File: src/rtl/ram_arbiter_pkg.sv
// Shared bus header for the data-RAM arbiter: master ids and bus widths.
package ram_arbiter_pkg;

    localparam int unsigned BUS_ADDR_W = 32;
    localparam int unsigned BUS_DATA_W = 32;
    localparam int unsigned BUS_BSEL_W = BUS_DATA_W / 8;

    typedef enum logic {
        ARB_ID_I = 1'b0,
        ARB_ID_D = 1'b1
    } arb_id_e;

endpackage

File: src/rtl/ram_arb_pick.sv
// Grant picker for the data-RAM arbiter: d over i, with an optional fetch
// starvation guard when RAM_ARB_STARVE_EN is defined.
module ram_arb_pick
    import ram_arbiter_pkg::*;
#(
    parameter int unsigned STARVE_MAX = 4
) (
    input  logic       clk,
    input  logic       rst,
    input  logic       i_req,
    input  logic       d_req,
    output logic [1:0] gnt
);

`ifdef RAM_ARB_STARVE_EN
    localparam int unsigned CNT_W = (STARVE_MAX < 1) ? 1 : $clog2(STARVE_MAX + 1);

    logic [CNT_W-1:0] starve_cnt_q;
    logic             starved;

    assign starved = (starve_cnt_q == CNT_W'(STARVE_MAX));

    // Counts consecutive cycles fetch waited; saturates at STARVE_MAX.
    always_ff @(posedge clk or negedge rst) begin
        if (!rst) begin
            starve_cnt_q <= '0;
        end else if (!i_req || gnt[ARB_ID_I]) begin
            starve_cnt_q <= '0;
        end else if (!starved) begin
            starve_cnt_q <= starve_cnt_q + 1'b1;
        end
    end
`else
    logic starved;
    logic unused_clk_rst;

    assign starved        = 1'b0;
    assign unused_clk_rst = clk ^ rst;
`endif

    always_comb begin
        gnt = '0;
        if (i_req && (!d_req || starved)) begin
            gnt[ARB_ID_I] = 1'b1;
        end else if (d_req) begin
            gnt[ARB_ID_D] = 1'b1;
        end
    end

endmodule

File: src/rtl/ram_arbiter.sv
// Two-master arbiter in front of the single-ported data RAM: grant in T, RAM
// cycle in T+1, response in T+2. Optional fetch anti-starvation: RAM_ARB_STARVE_EN.
module ram_arbiter
    import ram_arbiter_pkg::*;
#(
    parameter int unsigned ADDR_W     = BUS_ADDR_W,
    parameter int unsigned DATA_W     = BUS_DATA_W,
    parameter int unsigned STARVE_MAX = 4
) (
    input  logic                clk,
    input  logic                rst,
    input  logic                i_req,
    input  logic [ADDR_W-1:0]   i_addr,
    output logic                i_gnt,
    output logic                i_rvalid,
    output logic [DATA_W-1:0]   i_rdata,
    input  logic                d_req,
    input  logic [DATA_W/8-1:0] d_we,
    input  logic [ADDR_W-1:0]   d_addr,
    input  logic [DATA_W-1:0]   d_wdata,
    output logic                d_gnt,
    output logic                d_rvalid,
    output logic [DATA_W-1:0]   d_rdata,
    output logic                ram_en,
    output logic [DATA_W/8-1:0] ram_write_en,
    output logic [ADDR_W-1:0]   ram_addr,
    output logic [DATA_W-1:0]   ram_write_data,
    input  logic [DATA_W-1:0]   ram_read_data
);

    localparam int unsigned BE_W = DATA_W / 8;

    logic [1:0] pick;

    ram_arb_pick #(
        .STARVE_MAX (STARVE_MAX)
    ) u_pick (
        .clk   (clk),
        .rst   (rst),
        .i_req (i_req),
        .d_req (d_req),
        .gnt   (pick)
    );

    // Grants are forced low while reset is asserted so every output reads 0.
    assign i_gnt = pick[ARB_ID_I] & rst;
    assign d_gnt = pick[ARB_ID_D] & rst;

    logic              cmd_valid_q;
    arb_id_e           cmd_id_q;
    logic [BE_W-1:0]   cmd_we_q;
    logic [ADDR_W-1:0] cmd_addr_q;
    logic [DATA_W-1:0] cmd_wdata_q;

    always_ff @(posedge clk or negedge rst) begin
        if (!rst) begin
            cmd_valid_q <= 1'b0;
            cmd_id_q    <= ARB_ID_I;
            cmd_we_q    <= '0;
            cmd_addr_q  <= '0;
            cmd_wdata_q <= '0;
        end else begin
            cmd_valid_q <= i_gnt | d_gnt;
            if (d_gnt) begin
                cmd_id_q    <= ARB_ID_D;
                cmd_we_q    <= d_we;
                cmd_addr_q  <= d_addr;
                cmd_wdata_q <= d_wdata;
            end else if (i_gnt) begin
                cmd_id_q    <= ARB_ID_I;
                cmd_we_q    <= '0;
                cmd_addr_q  <= i_addr;
                cmd_wdata_q <= '0;
            end
        end
    end

    assign ram_en         = cmd_valid_q;
    assign ram_write_en   = cmd_valid_q ? cmd_we_q    : '0;
    assign ram_addr       = cmd_valid_q ? cmd_addr_q  : '0;
    assign ram_write_data = cmd_valid_q ? cmd_wdata_q : '0;

    logic              resp_valid_q;
    arb_id_e           resp_id_q;
    logic [DATA_W-1:0] i_rdata_q;
    logic [DATA_W-1:0] d_rdata_q;

    // Per-master data registers hold until that master's next response.
    always_ff @(posedge clk or negedge rst) begin
        if (!rst) begin
            resp_valid_q <= 1'b0;
            resp_id_q    <= ARB_ID_I;
            i_rdata_q    <= '0;
            d_rdata_q    <= '0;
        end else begin
            resp_valid_q <= cmd_valid_q;
            resp_id_q    <= cmd_id_q;
            if (cmd_valid_q && (cmd_id_q == ARB_ID_I)) begin
                i_rdata_q <= ram_read_data;
            end
            if (cmd_valid_q && (cmd_id_q == ARB_ID_D)) begin
                d_rdata_q <= (cmd_we_q == '0) ? ram_read_data : '0;
            end
        end
    end

    assign i_rvalid = resp_valid_q && (resp_id_q == ARB_ID_I);
    assign d_rvalid = resp_valid_q && (resp_id_q == ARB_ID_D);
    assign i_rdata  = i_rdata_q;
    assign d_rdata  = d_rdata_q;

endmodule
File: config.mk
export PLATFORM = sky130hd
export DESIGN_NAME = ram_arbiter
export DESIGN_NICKNAME = d
export VERILOG_FILES = /design/src/rtl/ram_arbiter_pkg.sv /design/src/rtl/ram_arb_pick.sv /design/src/rtl/ram_arbiter.sv
export SDC_FILE = /design/constraint.sdc
export NUM_CORES = 1
export LEC_CHECK = 0
export BUFFER_PORTS_ARGS = -buffer_cell sky130_fd_sc_hd__buf_2
export CAP_MARGIN = 25
export CORE_MARGIN = 3
export CORE_UTILIZATION = 50
export CTS_BUF_LIST = sky130_fd_sc_hd__clkbuf_8 sky130_fd_sc_hd__clkbuf_16
export DETAILED_ROUTE_END_ITERATION = 8
export PLACE_DENSITY = 0.91
export SETUP_SLACK_MARGIN = 0.15
export SLEW_MARGIN = 20
export SYNTH_ARGS = -nofsm -noshare
export SYNTH_HDL_FRONTEND = slang
export SYNTH_SLANG_ARGS = --single-unit
File: constraint.sdc
create_clock -name clk -period 3.9 [get_ports clk]
set_input_delay 0.78 -clock clk [delete_from_list [all_inputs] [get_ports clk]]
set_output_delay 0.78 -clock clk [all_outputs]
set_load 0.01 [all_outputs]
Word-level counts from Yosys, hierarchy flattened

Cells that the tools add are included.

Reduce and logical (&&, ||, !) cells: 8
Bitwise operators: 5
Mux-type cells: 15

Operators with widths:

| operator           | count |
|---|---|
| 32-bit 2-to-1 mux  | 7 |
| 4-bit 2-to-1 mux   | 3 |
| 1-bit logical AND  | 5 |
| 1-bit 2-to-1 mux   | 5 |
| 4-bit zero test    | 1 |
| 1-bit bitwise AND  | 2 |
| 1-bit inverter     | 2 |
| 2-bit nonzero test | 1 |
| 1-bit zero test    | 1 |
| 1-bit OR           | 1 |

Logic and storage cells: 37
Output and inout bits: 137
Register bits after elaboration: 136

Longest topological paths before layout

Depth after elaboration: 6
Gate-level depth with buffers: 5

Cells and area by module

From an unflattened synthesis, not the netlist that was laid out.

Cell total of the unflattened synthesis: 567
Area total of the unflattened synthesis: 6737.7 µm²

Modules (own cells, without submodules):

| module       | area each (µm²) | times used | cells each | sequential area each (µm²) |
|---|---|---|---|---|
| ram_arbiter  | 6727.7          | 1          | 565        | 3403.3 |
| ram_arb_pick | 10.0            | 1          | 2          | 0.0 |

Worst setup path before layout

OpenSTA, ideal clock, no wires.

Kind: input port to output port
From: in d_req
To: out i_gnt
Setup slack: 1.706 ns
Path buffers: 3
Arrival: 1.414 ns
Required time: 3.120 ns
Stages: 4
Path through: buf_2 buf_2 buf_2 nor2_1

Word-level cells in the longest chain between the ends: 4

RTL lines:

| element           | RTL line           | RTL |
|---|---|---|
| from (decl)       | ram_arbiter.sv:17  | `input logic d_req,` |
| 1-bit zero test   | ram_arb_pick.sv:43 | `if (i_req && (!d_req \|\| starved)) begin` |
| 1-bit logical AND | ram_arb_pick.sv:43 |  |
| 1-bit 2-to-1 mux  | ram_arb_pick.sv:43 |  |
| 1-bit bitwise AND | ram_arbiter.sv:46  | `assign i_gnt = pick[ARB_ID_I] & rst;` |
| to (decl)         | ram_arbiter.sv:14  | `output logic i_gnt,` |

Every way passes these cells.

Worst setup path after layout

From: in i_req
To: out i_gnt

Word-level cells in the longest chain between the ends: 3

RTL lines:

| element           | RTL line           | RTL |
|---|---|---|
| from (decl)       | ram_arbiter.sv:12  | `input logic i_req,` |
| 1-bit logical AND | ram_arb_pick.sv:43 |  |
| 1-bit 2-to-1 mux  | ram_arb_pick.sv:43 |  |
| 1-bit bitwise AND | ram_arbiter.sv:46  |  |

Every way passes these cells.

==> flow_summary_export.csv <==
group,metric,value,unit
critical_path,worstSetupStartpoint,"i_req",
clock_tree,clockBufferDepth,2,
synthesis,synth_top_cell_by_area,"dfrtp_1",
sta,fin_crit,2.49,ns
route,drt_first_pass_iters,4,
global_route,grt_overflow,0,
route,met2_wirelength,9090,um
route,num_vias,5235,
critical_path,start_kind,"primary input",
critical_path,timing.critical_path.mode_cell,"buf_2",
min_path,hold_path_class,"primary input to asynchronous set/reset pin",
global_route,grtUsageTotal,24.9,%
critical_path,crit_fanout,34,
placed_design,numPortBuffers,272,
route,drt_iter0_markers,395,
sta,finalMaxSlewViolations,0,
synthesis,synthesis.area,6430,um2
synthesis,postSynthAreaPerCell,13.0,um2
route,drc_errors,0,
synthesis,synth_nets,632,
clock_tree,clk_pin_slew,0.06,ns
clock_tree,worstSkewPairLatency,0.42,ns
sta,setup_ws,1.41,ns
placed_design,place.gp.congestion,0.811,
route,m1WireLength,7110,um
clock_tree,post-cts-setup-buffers,0,
placed_design,pre_cts_ws,1.43,ns
floorplanning,core-area,12300,um2
power,powerDensity,510,nW/um2
critical_path,required,3.12,ns
layout,area_delta_synth_final,30.6,%
global_route,antenna_found_initial,1,
sta,fmax,401,MHz
critical_path,slowest_stage,"buf_2",
floorplanning,rows,40,
global_route,grt_pass1_wl,28300,um
layout,fin_nets,881,
synthesis,yosysWarnings,0,
layout,filler_cell_count,883,
critical_path,endpoint_kind,"primary output",
clock_tree,cts_tree,"built",
route,drtAntennaViolNets,0,
sta,fin_setup_tns,0,ns
clock_tree,cts_hold_buf,0,
route,vias_per_cell,5.65,
synthesis,ys_seq_elements,136,
sta,relSlewSlack,52.1,%
synthesis,synth_cell_types,26,
floorplanning,initial_core_util,52.3,%
placed_design,dp_hpwl,12400,um
global_route,grt_max_degree,72,
power,vdd_drop_max,211,uV
clock_tree,cts_resized,0,
synthesis,yosys.area.top_type_share,52.9,%
power,p_leak,4.14,nW
critical_path,path_cells,"buf_2, nand2_1, nor2_1, buf_2",
sta,finalSetupViolations,0,
sta,fin_worst_skew,0.00947,ns
run,cap_violations,0,
clock_tree,cts_buffers,17,
status,status,"complete, no violations",
floorplanning,die-area,14300,um2
synthesis,synth.yosys.seq_area_share,52.9,%
layout,num_antenna_cells,0,
critical_path,worst-setup-path-type,"primary input to primary output",
synthesis,syn_inst,496,
synthesis,synth.top_cells.by_area,"dfrtp_1 53%, o2bb2ai_2 7.0%, and2_1 6.7%",
layout,drive_above_1_share,50.3,%
critical_path,worst_path_largest_cell_delay,0.52,ns
sta,fin_hold_ws,0.243,ns
sta,finalHoldViolCount,0,
global_route,grt_pass1_vias,5379,
clock_tree,h-tree-depth,4,
clock_tree,root_buffer,"clkbuf_16",
route,routedWlPerCell,19.2,um
sta,rsz0062_at_grt,"no",
floorplanning,dieWidth,119,um
floorplanning,die_y,119,um
route,finalWirelength,17800,um
floorplanning,io_pins,273,
sta,min_period_over_period,63.9,%
route,route.met3.wl,1220,um
route,highest_layer,"met5",
critical_path,reg2reg_from,"ram_en$_DFF_PN0_",
clock_tree,cts.sinks,136,
critical_path,cp.arrival,1.71,ns
sta,worst_slew_pin_slew,0.718,ns
critical path: cells and delay by family:
| kind | cells | cell delay, ns |
|---|---|---|
| and+or+nand+nor | 2 | 0.27 |
| buffers and inverters | 2 | 0.66 |
cells in the mapped netlist (all sizes together):
library cell,count
dfrtp,136
nor2,1
mux2,32
inv,1
nor2b,1
nand4bb,32
o21ai,1
nand3b,32
nand3,32
nand2,2
buf,35
nand2b,1
a22o,36
or4,1
clkbuf,18
a21o,1
and2,70
o211a,32
o2bb2ai,32
cell usage in the layout, fill, tap and decap left out, types with 2 or more instances in the layout:
master and instances:
clkbuf_8 2, dfrtp_1 135, clkinvlp_4 4, nand3_1 32, o211a_1 32, buf_4 11, a22o_1 35, mux2_2 31
buf_2 271, nand2_1 2, nand3b_1 32, o2bb2ai_2 30, and2_1 69, nand4bb_1 32, o2bb2ai_1 2, bufinv_16 3
clkbuf_16 17, inv_6 4
power by group:
group / switching, mW / internal (mW)
Clock: 0.621 / 1.05
Combinational: 0.434 / 0.418
Sequential: 0.138 / 1.63
per-layer routing:
layer / up-vias / track usage [%]
met5: - / 0
met4: 2 / 8.95
met3: 32 / 6.17
met2: 246 / 43.4
met1: 2624 / 30.0
li1: 2331 / -
kinds of logic (layout without fill, tap and decap cells):
kind of cell	after synthesis	in the layout	share of synthesized area [%]
compound gates	102	102	17.4
buf+inv	54	316	4.90
simple gates	172	172	19.2
flops	136	136	52.9
mux	32	32	5.60
final timing paths:
kind / endpoint / slack, ns / cells past startpoint
hold / removal: cmd_addr_q[0]$_DFFE_PN0P_ / 0.24 / 1
min in group clk: cmd_wdata_q[12]$_DFFE_PN0P_ / 0.49 / 1
setup reg to reg: i_rdata[1]$_DFFE_PN0P_ / 1.89 / 4
setup / recovery: i_gnt / 1.41 / 4
hold reg to reg: cmd_wdata_q[12]$_DFFE_PN0P_ / 0.49 / 1
max in group asynchronous: d_rdata[20]$_DFFE_PN0P_ / 2.02 / 3
registers in the layout, summed over array words and instances (netlist names):
name	count
ram_en	1
resp_valid_q	1
cmd_id_q	1
i_rdata	32
d_rdata	32
resp_id_q	1
cmd_wdata_q	32
cmd_addr_q	32
cmd_we_q	4
layout make-up:
| type | instances | area (um2) | area share [%] |
|---|---|---|---|
| inverters | 1 | 3.75 | 0.0447 |
| clock buffers | 19 | 453 | 5.39 |
| multi-input cells | 306 | 2720 | 32.3 |
| flip-flops and latches | 136 | 3400 | 40.5 |
| clock inverters | 13 | 168 | 1.99 |
| well taps | 168 | 210 | 2.50 |
| repair buffers | 283 | 1450 | 17.3 |
stage by stage:
step           instance area (um2)  util, %  instances  total power [mW]
6_report                      8410     68.3        926              4.29
5_1_grt                       8410     68.3        926              4.48
4_1_cts                       8410     68.3        926              4.32
2_1_floorplan                 6430        -        496              2.27
3_5_place_dp                  7780     63.2        894              2.64
3_3_place_gp                  7780     63.2        894              2.59
Power figures use the tool's default switching activity.
